$ cat src/rtl/rv_decode_pkg.sv
// rtl/rv_decode_pkg.sv - RV32I decode encodings shared by id_stage and the immediate generator
package rv_decode_pkg;

   localparam logic [6:0] OPC_LOAD   = 7'b0000011;
   localparam logic [6:0] OPC_STORE  = 7'b0100011;
   localparam logic [6:0] OPC_BRANCH = 7'b1100011;
   localparam logic [6:0] OPC_JAL    = 7'b1101111;
   localparam logic [6:0] OPC_JALR   = 7'b1100111;
   localparam logic [6:0] OPC_OP_IMM = 7'b0010011;
   localparam logic [6:0] OPC_OP     = 7'b0110011;
   localparam logic [6:0] OPC_LUI    = 7'b0110111;
   localparam logic [6:0] OPC_AUIPC  = 7'b0010111;
   localparam logic [6:0] OPC_FENCE  = 7'b0001111;
   localparam logic [6:0] OPC_SYSTEM = 7'b1110011;

   typedef enum logic [2:0] {
      IMM_I = 3'b000,
      IMM_S = 3'b001,
      IMM_B = 3'b010,
      IMM_U = 3'b011,
      IMM_J = 3'b100
   } imm_sel_t;

   typedef enum logic [3:0] {
      CLS_LOAD    = 4'd0,
      CLS_STORE   = 4'd1,
      CLS_BRANCH  = 4'd2,
      CLS_JAL     = 4'd3,
      CLS_JALR    = 4'd4,
      CLS_OP_IMM  = 4'd5,
      CLS_OP      = 4'd6,
      CLS_LUI     = 4'd7,
      CLS_AUIPC   = 4'd8,
      CLS_FENCE   = 4'd9,
      CLS_SYSTEM  = 4'd10,
      CLS_ILLEGAL = 4'd11
   } opclass_t;

   typedef struct packed {
      logic [24:0] imm_fields;
      imm_sel_t    imm_sel;
      logic [4:0]  rs1;
      logic [4:0]  rs2;
      logic [4:0]  rd;
      logic [2:0]  funct3;
      logic        funct7b5;
      opclass_t    opclass;
      logic        rd_we;
      logic        rs1_en;
      logic        rs2_en;
      logic        illegal;
   } decoded_t;

endpackage

$ cat src/rtl/rv_inst_decoder.sv
// rtl/rv_inst_decoder.sv - combinational RV32I instruction word to decoded_t
module rv_inst_decoder
   import rv_decode_pkg::*;
(
   input  logic [31:0] instr,
   output decoded_t    dec
);

   logic [6:0] opcode;
   logic [6:0] funct7;
   logic [2:0] funct3;
   logic [4:0] rd;
   opclass_t   cls;
   imm_sel_t   sel;
   logic       bad;
   logic       we;
   logic       en1;
   logic       en2;

   assign opcode = instr[6:0];
   assign funct7 = instr[31:25];
   assign funct3 = instr[14:12];
   assign rd     = instr[11:7];

   always_comb begin
      cls = CLS_ILLEGAL;
      sel = IMM_I;
      bad = 1'b0;
      we  = 1'b0;
      en1 = 1'b0;
      en2 = 1'b0;
      case (opcode)
         OPC_LOAD:   begin cls = CLS_LOAD;   sel = IMM_I; we = 1'b1; en1 = 1'b1; end
         OPC_STORE:  begin cls = CLS_STORE;  sel = IMM_S; en1 = 1'b1; en2 = 1'b1; end
         OPC_BRANCH: begin
            cls = CLS_BRANCH; sel = IMM_B; en1 = 1'b1; en2 = 1'b1;
            bad = (funct3 == 3'b010) || (funct3 == 3'b011);
         end
         OPC_JAL:    begin cls = CLS_JAL;    sel = IMM_J; we = 1'b1; end
         OPC_JALR:   begin
            cls = CLS_JALR; sel = IMM_I; we = 1'b1; en1 = 1'b1;
            bad = (funct3 != 3'b000);
         end
         OPC_OP_IMM: begin
            cls = CLS_OP_IMM; sel = IMM_I; we = 1'b1; en1 = 1'b1;
            // SLLI takes only funct7 0; SRLI/SRAI take 0 or 0100000
            if (funct3 == 3'b001)
               bad = (funct7 != 7'b0000000);
            else if (funct3 == 3'b101)
               bad = (funct7 != 7'b0000000) && (funct7 != 7'b0100000);
         end
         OPC_OP:     begin
            cls = CLS_OP; sel = IMM_I; we = 1'b1; en1 = 1'b1; en2 = 1'b1;
            if (funct7 == 7'b0100000)
               bad = (funct3 != 3'b000) && (funct3 != 3'b101);
            else
               bad = (funct7 != 7'b0000000);
         end
         OPC_LUI:    begin cls = CLS_LUI;    sel = IMM_U; we = 1'b1; end
         OPC_AUIPC:  begin cls = CLS_AUIPC;  sel = IMM_U; we = 1'b1; end
         OPC_FENCE:  begin cls = CLS_FENCE;  sel = IMM_I; end
         OPC_SYSTEM: begin cls = CLS_SYSTEM; sel = IMM_I; end
         default:    bad = 1'b1;
      endcase
      if (instr[1:0] != 2'b11)
         bad = 1'b1;
      if (bad) begin
         cls = CLS_ILLEGAL;
         sel = IMM_I;
         we  = 1'b0;
         en1 = 1'b0;
         en2 = 1'b0;
      end
   end

   assign dec.imm_fields = instr[31:7];
   assign dec.imm_sel    = sel;
   assign dec.rs1        = instr[19:15];
   assign dec.rs2        = instr[24:20];
   assign dec.rd         = rd;
   assign dec.funct3     = funct3;
   assign dec.funct7b5   = instr[30];
   assign dec.opclass    = cls;
   assign dec.rd_we      = we && (rd != 5'd0);
   assign dec.rs1_en     = en1;
   assign dec.rs2_en     = en2;
   assign dec.illegal    = bad;

endmodule

$ cat src/rtl/id_stage.sv
// rtl/id_stage.sv - RV32I decode stage: registered output plus one-entry skid buffer
module id_stage
   import rv_decode_pkg::*;
#(
   parameter int XLEN = 32
) (
   input  logic            clk,
   input  logic            rst_n,
   input  logic            in_valid,
   output logic            in_ready,
   input  logic [31:0]     in_instr,
   input  logic [XLEN-1:0] in_pc,
   input  logic            flush,
   output logic            out_valid,
   input  logic            out_ready,
   output logic [XLEN-1:0] out_pc,
   output logic [24:0]     out_imm_fields,
   output logic [2:0]      out_imm_sel,
   output logic [4:0]      out_rs1,
   output logic [4:0]      out_rs2,
   output logic [4:0]      out_rd,
   output logic [2:0]      out_funct3,
   output logic            out_funct7b5,
   output logic [3:0]      out_opclass,
   output logic            out_rd_we,
   output logic            out_rs1_en,
   output logic            out_rs2_en,
   output logic            out_illegal
);

   decoded_t        in_dec;
   decoded_t        out_dec;
   decoded_t        skid_dec;
   logic [XLEN-1:0] out_pc_q;
   logic [XLEN-1:0] skid_pc;
   logic            out_valid_q;
   logic            skid_valid;
   logic            accept;
   logic            out_free;

   rv_inst_decoder u_dec (
      .instr (in_instr),
      .dec   (in_dec)
   );

   assign accept   = in_valid && !skid_valid;
   // output slot can take new data when empty or being consumed this cycle
   assign out_free = !out_valid_q || out_ready;

   always_ff @(posedge clk or negedge rst_n) begin
      if (!rst_n) begin
         out_valid_q <= 1'b0;
         skid_valid  <= 1'b0;
         out_dec     <= '0;
         out_pc_q    <= '0;
         skid_dec    <= '0;
         skid_pc     <= '0;
      end else if (flush) begin
         out_valid_q <= 1'b0;
         skid_valid  <= 1'b0;
      end else if (out_free) begin
         // skid is only full while in_ready is low, so it never competes with a new input
         if (skid_valid) begin
            out_dec     <= skid_dec;
            out_pc_q    <= skid_pc;
            out_valid_q <= 1'b1;
            skid_valid  <= 1'b0;
         end else if (accept) begin
            out_dec     <= in_dec;
            out_pc_q    <= in_pc;
            out_valid_q <= 1'b1;
         end else begin
            out_valid_q <= 1'b0;
         end
      end else if (accept) begin
         skid_dec   <= in_dec;
         skid_pc    <= in_pc;
         skid_valid <= 1'b1;
      end
   end

   assign in_ready       = !skid_valid;
   assign out_valid      = out_valid_q;
   assign out_pc         = out_pc_q;
   assign out_imm_fields = out_dec.imm_fields;
   assign out_imm_sel    = out_dec.imm_sel;
   assign out_rs1        = out_dec.rs1;
   assign out_rs2        = out_dec.rs2;
   assign out_rd         = out_dec.rd;
   assign out_funct3     = out_dec.funct3;
   assign out_funct7b5   = out_dec.funct7b5;
   assign out_opclass    = out_dec.opclass;
   assign out_rd_we      = out_dec.rd_we;
   assign out_rs1_en     = out_dec.rs1_en;
   assign out_rs2_en     = out_dec.rs2_en;
   assign out_illegal    = out_dec.illegal;

endmodule
$ cat config.mk
export PLATFORM = sky130hd
export DESIGN_NAME = id_stage
export DESIGN_NICKNAME = d
export VERILOG_FILES = /design/src/rtl/rv_decode_pkg.sv /design/src/rtl/rv_inst_decoder.sv /design/src/rtl/id_stage.sv
export SDC_FILE = /design/constraint.sdc
export NUM_CORES = 1
export LEC_CHECK = 0
export CORE_UTILIZATION = 50
export DETAILED_ROUTE_END_ITERATION = 8
export DONT_BUFFER_PORTS = 1
export PLACE_DENSITY = 0.63
export SETUP_SLACK_MARGIN = 0.3
export SLEW_MARGIN = 10
export SYNTH_ARGS = -nofsm -noshare
export SYNTH_HDL_FRONTEND = slang
export SYNTH_SLANG_ARGS = --single-unit
$ cat constraint.sdc
create_clock -name clk -period 1.8 [get_ports clk]
set_input_delay 0.27 -clock clk [delete_from_list [all_inputs] [get_ports clk]]
set_output_delay 0.27 -clock clk [all_outputs]
set_load 0.02 [all_outputs]
==> run metrics, run 1 <==
grt ovf=0; Cell Int Power=6.66 mW; Clock Sinks=138; Post-DP Area=6370 um^2; ys async rst share=100%; Core Area=12100 um^2; IO buf count=0; post-synthesis adder-cell area fraction=0%; clock slew at reported path FFs=60 ps; vias per inst=5.53; startpoint class of the critical path=flip-flop; Most used DFF post-synth=dfrtp_1; Pleak=3.76 nW; switching pwr=2.56 mW; PD cells=1110 nW/um^2; max frequency=0.649 GHz; top cells by area, synth=dfrtp_1, nand2_1, mux2i_1; IO Count=158; clock buffer depth=2; Mapped Cells=677; die height=114 um; worst skew pair latency=410 ps; Hold WS=-447 ps; antenna-violating nets left=0; largest family of logic cells by synthesized area=simple AND/OR/NAND/NOR gates; # nets final=805; CP arrival=1870 ps; Gate power share=11.9%; final-report setup violation count=0; synthesized net count=746; cell with the most instances after synthesis=nand2_1; Worst Max-Slew Pin Slew=470 ps; crit end category=flip-flop; failing checks=negative hold slack; Unique masters post-synth=46; Synth Area in Compound Gates=10.8%; filler cell count=895; post-detail-place hpwl=9.16 mm; Min-Delay Path Class=primary input to async pin; Hold-fix buffers, CTS=57; Synth Area in XOR/XNOR=0.140%; post-synth top area share=55.2%; GR Util All Layers=25.6%; number of vias in the routed layout=5070; Crit Path Category=flip-flop to flip-flop; synth warn=0; Post-Syn Area per Cell=9.25 um^2; setup_tns=0 ps; Final Hold Fails=138; H-tree levels=4; Post-synth EDFFs=0; Pre-antenna DRT Iters=5; fraction of layout cells with a size suffix above 1=18.8%; initial antenna violation count=0; multiplexer share of the synthesized area=9.11%; vias in the first global route=5022; clk root buf=clkbuf_16; Die Wd=114 um; register area share after synthesis=55.2%; Area Growth Syn to Fin=32.3%; area of the mapped netlist=6260 um^2; sw frac=27.8%; Final Cell Area=8280 um^2; sequential power share=47.7%; Final min period=1540 ps; largest net degree at the start of global routing=139; post-layout util=68.4%; Worst Skew=6.41 ps; Design Power=9.23 mW; Worst EP required=2130 ps; simple-gate share of the synthesized area=19.4%; num rows=40; post-synth top area cell=dfrtp_1; clock power share=40.4%; outcome=complete, but fails checks; RSZ-0062 raised after global routing=true; Max VDD drop=0.000635 V; Final Worst Setup Slack=260 ps; Final Max Slew Viols=0; Crit Path Max Fanout=17; Final Wtd Congestion=0.846; die area=13000 um^2; TritonCTS Buffers=17; Routed WL=17.3 mm; Starting DRT DRC Count=383; global-route wire length before repair=25.4 mm; Initial Util=51.7%; TritonCTS clock tree=yes; dpl ws=-69.9 ps; most instantiated cells after synthesis=nand2_1, dfrtp_1, o21ai_1, mux2i_1, clkbuf_1; Worst slew margin=68.7%; number of antenna diodes=0; Max-cap violations=0; crit share post-route=85.6%; drc violations=0; post-synthesis register bit count=138; Routed wire per std cell=18.9 um
==> kinds of logic (layout without fill, tap and decap cells) <==
logic type | after synthesis | count (layout)
AOI/OAI and AO/OA | 116 | 116
and+or+nand+nor | 299 | 300
xor gates and xnor gates | 1 | 1
buffers and inverters | 66 | 137
DFF | 138 | 138
muxes | 57 | 57
==> through the flow <==
| stage | std cells | hold slack [ps] |
|---|---|---|
| finish | 917 | -447 |
| global route | 917 | -470 |
| CTS | 901 | -461 |
| detailed placement | 799 | -23.0 |
| global placement | 799 | -22.6 |
| floorplan | 677 | -25.6 |
==> worst max-delay path, stage by stage (launching register included) <==
cell	delay, ps
dfrtp_2	390
nor2b_4	140
or3_4	410
buf_4	170
buf_16	160
o21ai_2	190
==> power groups by stage <==
stage | clock, mW | combinational, mW | sequential [mW]
after CTS | 3.76 | 0.955 | 4.39
after global placement | 0 | 0.729 | 4.41
after detailed placement | 0 | 0.774 | 4.43
after global routing | 3.92 | 1.22 | 4.47
after floorplan | 0 | 0.838 | 4.23
final | 3.73 | 1.09 | 4.40
==> what timing repair did <==
item / CTS / global route
resized for setup: 14 / 69
pin swaps: 2 / 9
setup endpoints to repair: 96 / 110
cloned: 5 / 6
setup buffers: 8 / 10
endpoints found under the hold margin: 196 / 138
==> flip-flops by register name, summed over array words and instances (netlist names) <==
| register | cells |
|---|---|
| skid_dec | 36 |
| out_pc | 32 |
| skid_pc | 32 |
| out_imm_fields | 25 |
| out_opclass | 4 |
| out_imm_sel | 3 |
| out_illegal | 1 |
| out_rd_we | 1 |
| out_rs1_en | 1 |
| out_rs2_en | 1 |
| out_valid | 1 |
| skid_valid | 1 |
==> cells in the final DEF, fill, tap and decap left out, types with 3 or more instances in the layout <==
master	netlist	layout
inv_1	4	3
o21ai_1	65	45
mux2i_1	57	57
a31oi_1	4	4
buf_4	20	14
clkbuf_16	0	23
bufinv_16	0	3
nand2_1	247	225
clkinv_2	0	3
nor2_1	22	18
a22o_1	3	3
clkbuf_8	0	9
a21oi_1	16	11
buf_16	0	4
a21oi_2	0	5
o22ai_1	4	3
dfrtp_1	138	136
nand2_4	0	3
buf_12	0	9
o21ai_0	8	8
nand3_1	3	3
buf_6	0	7
nand2b_1	4	4
nand2_2	0	19
dlygate4sd3_1	0	57
o21ai_2	1	21
==> area by class of cell <==
| type | count | area (um^2) | area share, % |
|---|---|---|---|
| flip-flops and latches | 138 | 3460 | 41.7 |
| clock inverters | 6 | 105 | 1.27 |
| well taps | 168 | 210 | 2.54 |
| inverters | 5 | 31.3 | 0.378 |
| multi-input cells | 474 | 2700 | 32.6 |
| clock buffers | 26 | 539 | 6.51 |
| repair buffers | 100 | 1240 | 15.0 |
==> layer usage <==
| metal | vias to the layer above | global-route usage [%] | share of wire [%] | routed length [um] |
|---|---|---|---|---|
| li1 | 2358 | - | - | - |
| met1 | 2495 | 32.4 | 42 | 7230 |
| met2 | 190 | 41.9 | 49 | 8530 |
| met3 | 27 | 6.85 | 7.0 | 1210 |
| met4 | 0 | 10.3 | 1.9 | 337 |
| met5 | - | 0 | 0 | 0 |
==> final timing paths <==
check | startpoint | to | slack [ps] | cells past startpoint
min in group clk | in_instr[20] | out_imm_fields[13] | 40 | 2
worst max register to register | out_valid | out_imm_fields[21] | 260 | 5
worst min register to register | skid_dec[34] | skid_dec[34] | 470 | 2
max in group asynchronous | rst_n | out_imm_sel[0] | 1970 | 0
worst min-delay path | rst_n | out_imm_fields[24] | -450 | 0
worst max-delay path | out_valid | out_imm_fields[21] | 260 | 5
(Power assumes the default switching activity.)
==> run 2, diff against run 1 <==
- SYNTH_HIERARCHICAL: not set -> 1
==> run metrics, run 2 <==
H-tree levels=4 (unchanged); TritonCTS clock tree=yes (unchanged); filler cell count=1231 (was 895); largest family of logic cells by synthesized area=multiplexers (was simple AND/OR/NAND/NOR gates); post-synthesis adder-cell area fraction=0% (unchanged); Final Worst Setup Slack=138 ps (was 260 ps); synthesized net count=667 (was 746); reg-to-reg endpoint=out_opclass[1] (was out_imm_fields[21]); Post-synth EDFFs=0 (unchanged); Crit Path Max Fanout=10 (was 17); RSZ-0062 raised after global routing=true (unchanged); Clock Sinks=176 (was 138); most common cell after layout, fill and taps aside=dfrtp_1 (was nand2_1); clk root buf=clkbuf_16 (unchanged); Max-cap violations=0 (unchanged); largest reg by FF count=skid_dec (unchanged); Routed WL=21.3 mm (was 17.3 mm); Worst Max-Slew Pin Slew=434 ps (was 470 ps); GR Util All Layers=22.5% (was 25.6%); startpoint class of the critical path=flip-flop (unchanged); Starting DRT DRC Count=221 (was 383); CP arrival=1970 ps (was 1870 ps); post-synth top area share=52.0% (was 55.2%); Worst slew margin=71.1% (was 68.7%); max FFs per register=55 (was 36); non-filler cells in the finished layout=897 (was 917); Pre-antenna DRT Iters=4 (was 5); die area=17500 um^2 (was 13000 um^2); Multi-input gate area=3880 um^2 (was 2700 um^2); vias per inst=5.66 (was 5.53); number of antenna diodes=0 (unchanged); num rows=47 (was 40); Die Wd=132 um (was 114 um); worst flop-to-flop path startpoint=skid_valid (was out_valid); Crit Path Category=flip-flop to flip-flop (unchanged); die height=132 um (was 114 um); most instantiated cells after synthesis=mux2_2, dfrtp_1, buf_4, mux2_1, buf_2 (was nand2_1, dfrtp_1, o21ai_1, mux2i_1, clkbuf_1); register area share after synthesis=52.0% (was 55.2%); vias in the first global route=5375 (was 5022); most frequent cells in the layout=dfrtp_1, mux2_2, mux2_4 (was nand2_1, dfrtp_1, mux2i_1, dlygate4sd3_1, o21ai_1); IO buf count=0 (unchanged); # nets final=733 (was 805); Unique masters post-synth=44 (was 46); Routed wire per std cell=23.7 um (was 18.9 um); Area Growth Syn to Fin=29.3% (was 32.3%); grt ovf=0 (unchanged); Synth Area in Compound Gates=1.59% (was 10.8%); cell with the most instances after synthesis=mux2_2 (was nand2_1); Initial Util=51.1% (was 51.7%); worst skew pair latency=420 ps (was 410 ps); fraction of layout cells with a size suffix above 1=55.2% (was 18.8%); post-detail-place hpwl=10.6 mm (was 9.16 mm); max frequency=0.602 GHz (was 0.649 GHz); PD cells=1010 nW/um^2 (was 1110 nW/um^2); Hold-fix buffers, CTS=59 (was 57); number of vias in the routed layout=5075 (was 5070); multiplexer share of the synthesized area=35.1% (was 9.11%); worst-case reg-to-reg path depth=5 (unchanged); drc violations=0 (unchanged); dpl ws=-316 ps (was -69.9 ps); Core Area=16600 um^2 (was 12100 um^2); Synth Area in XOR/XNOR=0.103% (was 0.140%); Max VDD drop=0.000656 V (was 0.000635 V); post-layout util=66.1% (was 68.4%); Post-Syn Area per Cell=14.2 um^2 (was 9.25 um^2); outcome=complete, but fails checks (unchanged); Mapped Cells=598 (was 677); Hold WS=-468 ps (was -447 ps); top cells by area, synth=dfrtp_1, mux2_2, buf_4 (was dfrtp_1, nand2_1, mux2i_1); crit end category=flip-flop (unchanged); Final min period=1660 ps (was 1540 ps); clock buffer depth=2 (unchanged); ys async rst share=100% (unchanged); post-synthesis register bit count=176 (was 138); post-synth top area cell=dfrtp_1 (unchanged); Reg2Reg Setup Slack=140 ps (was 260 ps); Min-Delay Path Class=primary input to async pin (unchanged); clock slew at reported path FFs=70 ps (was 60 ps); area of the mapped netlist=8470 um^2 (was 6260 um^2); Most used DFF post-synth=dfrtp_1 (unchanged); Final Wtd Congestion=0.839 (was 0.846); initial antenna violation count=0 (unchanged); simple-gate share of the synthesized area=4.13% (was 19.4%); Final Max Slew Viols=0 (unchanged); largest net degree at the start of global routing=177 (was 139); antenna-violating nets left=0 (unchanged); TritonCTS Buffers=17 (unchanged); final-report setup violation count=0 (unchanged); Placed Cells=760 (was 799); failing checks=negative hold slack (unchanged); Pleak=4.86 nW (was 3.76 nW); IO Count=158 (unchanged); Seq. cell area=4410 um^2 (was 3460 um^2); crit share post-route=92.3% (was 85.6%); Final Hold Fails=176 (was 138); Worst Skew=8.71 ps (was 6.41 ps); Crit. Startpoint=skid_valid (was out_valid); global-route wire length before repair=30.0 mm (was 25.4 mm); Worst EP required=2100 ps (was 2130 ps); synth warn=6 (was 0)
## run 2: cell count changes in the layout (fill, tap and decap cells not counted), moves of 38 or more
cell     delta
dfrtp_1    +38
nand2_1   -221
mux2_4    +101
mux2i_1    -57
o21ai_1    -45
mux2_2    +154
## run 2: logic make-up after synthesis
family | Yosys count
buffers and inverters | 85
AOI/OAI and AO/OA | 21
DFF | 176
muxes | 261
and+or+nand+nor | 54
xor gates and xnor gates | 1
## run 2: worst max-delay path by stage
stage,to
finish,out_opclass[1]
global route,out_opclass[3]
floorplan,out_opclass[0]
detailed placement,out_opclass[1]
CTS,out_pc[26]
global placement,out_opclass[0]
## run 2: final cells by class
| class | count | share of cell area [%] |
|---|---|---|
| multi-input combinational | 337 | 35.4 |
| inverter | 4 | 0.171 |
| timing repair buffer | 128 | 16.4 |
| clock buffer | 21 | 4.02 |
| sequential | 176 | 40.2 |
| tap | 220 | 2.51 |
| clock inverter | 11 | 1.21 |
## run 2: worst max-delay path, stage by stage (launching register included)
cell and delay, ps:
dfrtp_4 540, buf_6 160, buf_8 140, buf_16 160
mux2_4 300, mux2_4 250
## run 2: what timing repair did
item                                   4_1_cts  5_1_grt
resized for setup                           21       57
pin swaps                                    4       10
cloned                                       7       22
endpoints found under the hold margin      254      176
setup endpoints to repair                  166      176
setup buffers                                5       12
## run 2: metal layers
metal,up-vias,routed length [um],global-route usage [%]
met5,-,0,0
met4,0,333,7.09
met3,26,1250,6.92
met2,137,10700,37.2
met1,2680,8980,28.3
li1,2232,-,-
## run 2: through the flow
step                      setup TNS, ps  hold WS (ps)  total power [mW]  area, um^2
after floorplan                    -602         -25.6              6.80        8770
after global routing                  0          -494              11.5       11000
after detailed placement          -2790         -20.9              7.04        8690
after global placement            -2020         -20.7              6.94        8690
after CTS                             0          -481              10.9       10200
final                                 0          -468              11.1       11000
## run 2: where the power goes
| part | leakage [nW] | internal [mW] | switching (mW) |
|---|---|---|---|
| sequential | 2.12 | 4.75 | 0.927 |
| combinational | 2.46 | 1.24 | 0.475 |
| clock | 0.278 | 2.07 | 1.60 |
==> run 3, diff against run 2 <==
- HOLD_SLACK_MARGIN: not set -> 0.15
==> run metrics, run 3 (synthesized netlist as in run 2, its figures left out) <==
Crit Path Category=flip-flop to flip-flop (unchanged); Routed WL=20.8 mm (was 21.3 mm); Final Hold Fails=176 (unchanged); max FFs per register=55 (unchanged); Die Wd=132 um (unchanged); CP dominant cell by count=mux2_4 (unchanged); IO buf count=0 (unchanged); number of antenna diodes=0 (unchanged); Core Area=16600 um^2 (unchanged); CP arrival=1960 ps (was 1970 ps); worst setup path end=out_opclass[1] (unchanged); fraction of layout cells with a size suffix above 1=55.1% (was 55.2%); reg-to-reg endpoint=out_opclass[1] (unchanged); clock slew at reported path FFs=70 ps (about the same); Area Growth Syn to Fin=29.4% (was 29.3%); GR Util All Layers=21.9% (was 22.5%); dpl ws=-316 ps (unchanged); max frequency=0.603 GHz (was 0.602 GHz); Crit. Startpoint=skid_valid (unchanged); top sig layer=met4 (unchanged); worst-case reg-to-reg path depth=5 (unchanged); IO Count=158 (unchanged); global-route wire length before repair=29.2 mm (was 30.0 mm); Worst Skew=8.15 ps (was 8.71 ps); Clock Sinks=176 (unchanged); Routed wire per std cell=23.2 um (was 23.7 um); Final Worst Setup Slack=141 ps (was 138 ps); Worst Max-Slew Pin Slew=399 ps (was 434 ps); post-detail-place hpwl=10.6 mm (unchanged); Initial Util=51.1% (unchanged); TritonCTS Buffers=17 (unchanged); Max-cap violations=0 (unchanged); drc violations=0 (unchanged); num rows=47 (unchanged); Final Wtd Congestion=0.839 (unchanged); RSZ-0062 raised after global routing=true (unchanged); Placed Cells=760 (unchanged); Pre-antenna DRT Iters=5 (was 4); met3 routed WL=1.14 mm (was 1.25 mm); largest net degree at the start of global routing=177 (unchanged); filler cell count=1232 (was 1231); non-filler cells in the finished layout=899 (was 897); Post-Route M1 WL=8.87 mm (was 8.98 mm); die area=17500 um^2 (unchanged); grt ovf=0 (unchanged); worst path buffer plus inverter count=3 (unchanged); most common cell after layout, fill and taps aside=dfrtp_1 (unchanged); worst skew pair latency=420 ps (about the same); Worst slew margin=73.4% (was 71.1%); CP delay by family, top=multiplexers (unchanged); Final Max Slew Viols=0 (unchanged); largest reg by FF count=skid_dec (unchanged); Reg2Reg Setup Slack=140 ps (about the same); failing checks=negative hold slack (unchanged); Worst EP required=2100 ps (about the same); antenna-violating nets left=0 (unchanged); clk root buf=clkbuf_16 (unchanged); die height=132 um (unchanged); outcome=complete, but fails checks (unchanged); Hold-fix buffers, CTS=61 (was 59); post-layout util=66.1% (about the same); clock buffer depth=2 (unchanged); Worst path depth=5 (unchanged); crit end category=flip-flop (unchanged); Largest stage delay, worst path=540 ps (about the same); PD cells=1010 nW/um^2 (about the same); critical path's slowest cell=dfrtp_4 (unchanged); TritonCTS clock tree=yes (unchanged); Crit Path Max Fanout=10 (unchanged); vias per inst=5.65 (was 5.66); crit share post-route=92.2% (was 92.3%); worst flop-to-flop path startpoint=skid_valid (unchanged); initial antenna violation count=0 (unchanged); most frequent cells in the layout=dfrtp_1, mux2_2, mux2_4 (unchanged); Min-Delay Path Class=primary input to async pin (unchanged); final-report setup violation count=0 (unchanged); Max VDD drop=0.000655 V (was 0.000656 V); vias in the first global route=5295 (was 5375); Final min period=1660 ps (about the same); Starting DRT DRC Count=235 (was 221); # nets final=735 (was 733); Pleak=4.86 nW (about the same); number of vias in the routed layout=5082 (was 5075); Hold WS=-467 ps (was -468 ps); met2 WL=10.5 mm (was 10.7 mm); Design Power=11.1 mW (about the same); worst-path cell chain=buf_6 > buf_8 > buf_16 > mux2_4 > mux2_4 (unchanged); startpoint class of the critical path=flip-flop (unchanged); H-tree levels=4 (unchanged)
-- run 3: worst min path at each step --
stage               start       endpoint  slack (ps)
floorplan           rst_n  out_funct3[0]         -30
global placement    rst_n   skid_dec[30]         -20
detailed placement  rst_n   skid_dec[30]         -20
CTS                 rst_n   skid_dec[30]        -480
global route        rst_n   skid_dec[30]        -490
finish              rst_n   skid_dec[12]        -470
-- run 3: repair_timing --
item	CTS	global route
gates resized for setup	21	53
pin swaps	4	10
gates cloned	7	22
endpoints found under the setup margin	166	176
buffers inserted	5	12
hold endpoints to repair	330	176
-- run 3: report_power, final --
part	internal, mW	total [mW]	switching [mW]
logic	1.23	1.72	0.493
registers	4.75	5.68	0.927
clock network	2.07	3.67	1.60
-- run 3: cell type report --
class	count	area (um^2)	share of cell area, %
Multi-Input combinational cell	337	3870	35.3
Clock buffer	21	440	4.02
Tap cell	220	275	2.51
Clock inverter	11	133	1.21
Timing Repair Buffer	130	1810	16.5
Sequential cell	176	4410	40.2
Inverter	4	18.8	0.171
-- run 3: layer usage --
layer  up-vias  track usage (%)
met5         -                0
li1       2242                -
met4         0             7.15
met2       129             36.0
met3        23             6.77
met1      2688             27.6
-- run 3: metrics by stage --
| step | TNS [ps] | cell area (um^2) |
|---|---|---|
| 2_1_floorplan | -602 | 8770 |
| 3_3_place_gp | -2020 | 8690 |
| 5_1_grt | 0 | 11000 |
| 3_5_place_dp | -2790 | 8690 |
| 6_report | 0 | 11000 |
| 4_1_cts | 0 | 10200 |
==> edit (config.mk and constraints of run 1) <==
Set the parameter `XLEN` to 48 (it was 32).
--- a/src/rtl/id_stage.sv
+++ b/src/rtl/id_stage.sv
@@ -3,5 +3,5 @@
    import rv_decode_pkg::*;
 #(
-   parameter int XLEN = 32
+   parameter int XLEN = 48
 ) (
    input  logic            clk,
Interface: changed (resized in_pc and out_pc); port bits go from 158 to 190. No check against the original RTL was run, so the function may have changed too.
==> edit against run 1 <==
The flow finishes with violations (DRC, hold timing); cell area increased by 18%; count of clock-buffer cells in the layout shrank 4; area after synthesis grew 21%; sequential cell count grew 32; non-clock buffer count up 20; sequential share of layout area grew 2.0 points; worst setup slack better by 0.010 ns; wire length up 27%; critical path depth rose by 1; synthesized cell count grew 20%; power rose by 12%; critical endpoint is now out_imm_sel[1]; highest routed layer unchanged.
==> edit: results <==
INSERT INTO impl_metrics (metric_group, metric, value, unit) VALUES
('outcome', 'outcome', 'finished with violations', ''),
('outcome', 'failed_checks', 'DRC, hold timing', ''),
('sta', 'clock-skew-final', '0.0133', 'ns'),
('routing', 'met3_wirelength', '1740', 'um'),
('global_route', 'use_met2', '45.5', '%'),
('worst_setup_path', 'timing.reg2reg.worst_path_depth', '6', ''),
('routing', '1st_pass_router_iterations', '8', ''),
('worst_setup_path', 'cp.arrival', '1.85', 'ns'),
('routing', 'detailedRoute.firstIterationViolations', '427', ''),
('sta', 'report.final.hold_viol_count', '170', ''),
('synthesis', 'syn-num-nets', '899', ''),
('global_route', 'number_of_global_route_vias_before_repair', '6255', ''),
('pwr', 'vdd_drop_max', '0.000676', 'V'),
('synthesis', 'fraction_of_the_yosys_area_taken_by_sequential_cells', '56.2', '%'),
('sta', 'hold_ws', '-0.467', 'ns'),
('worst_setup_path', 'maximum_fanout_count_along_the_critical_path', '5', ''),
('pwr', 'switching_share', '29.7', '%'),
('routing', 'drc', '30', ''),
('place', 'detailed_place.area', '7690', 'um^2'),
('routing', 'wirelength', '22000', 'um');
[edit: per-stage QoR]
step	setup slack (ns)	instances	TNS (ns)
6_report	0.270	1082	0
5_1_grt	0.223	1082	0
4_1_cts	0.251	1067	0
3_5_place_dp	-0.240	943	-2.29
3_3_place_gp	-0.179	943	-1.52
2_1_floorplan	0.0878	814	0
[edit: what timing repair did]
item	CTS	global route
setup endpoints to repair	149	141
pin swaps	5	9
hold endpoints to repair	244	170
cloned	9	9
buffers inserted	10	6
gates resized for setup	21	38
[edit: kinds of logic (layout without fill, tap and decap cells)]
group	Yosys count	in the layout	synth area share, %
flops	170	170	56.2
xor+xnor	2	2	0.231
mux	73	73	9.65
simple gates	360	362	19.1
buf+inv	76	158	4.89
compound gates	133	133	9.92
[edit: area by class of cell]
cell class / count / area [um^2]
flip-flops and latches: 170 / 4260
repair buffers: 120 / 1500
clock inverters: 10 / 115
fillers: 1094 / 4900
well taps: 184 / 230
multi-input cells: 570 / 3130
clock buffers: 22 / 474
inverters: 6 / 35.0
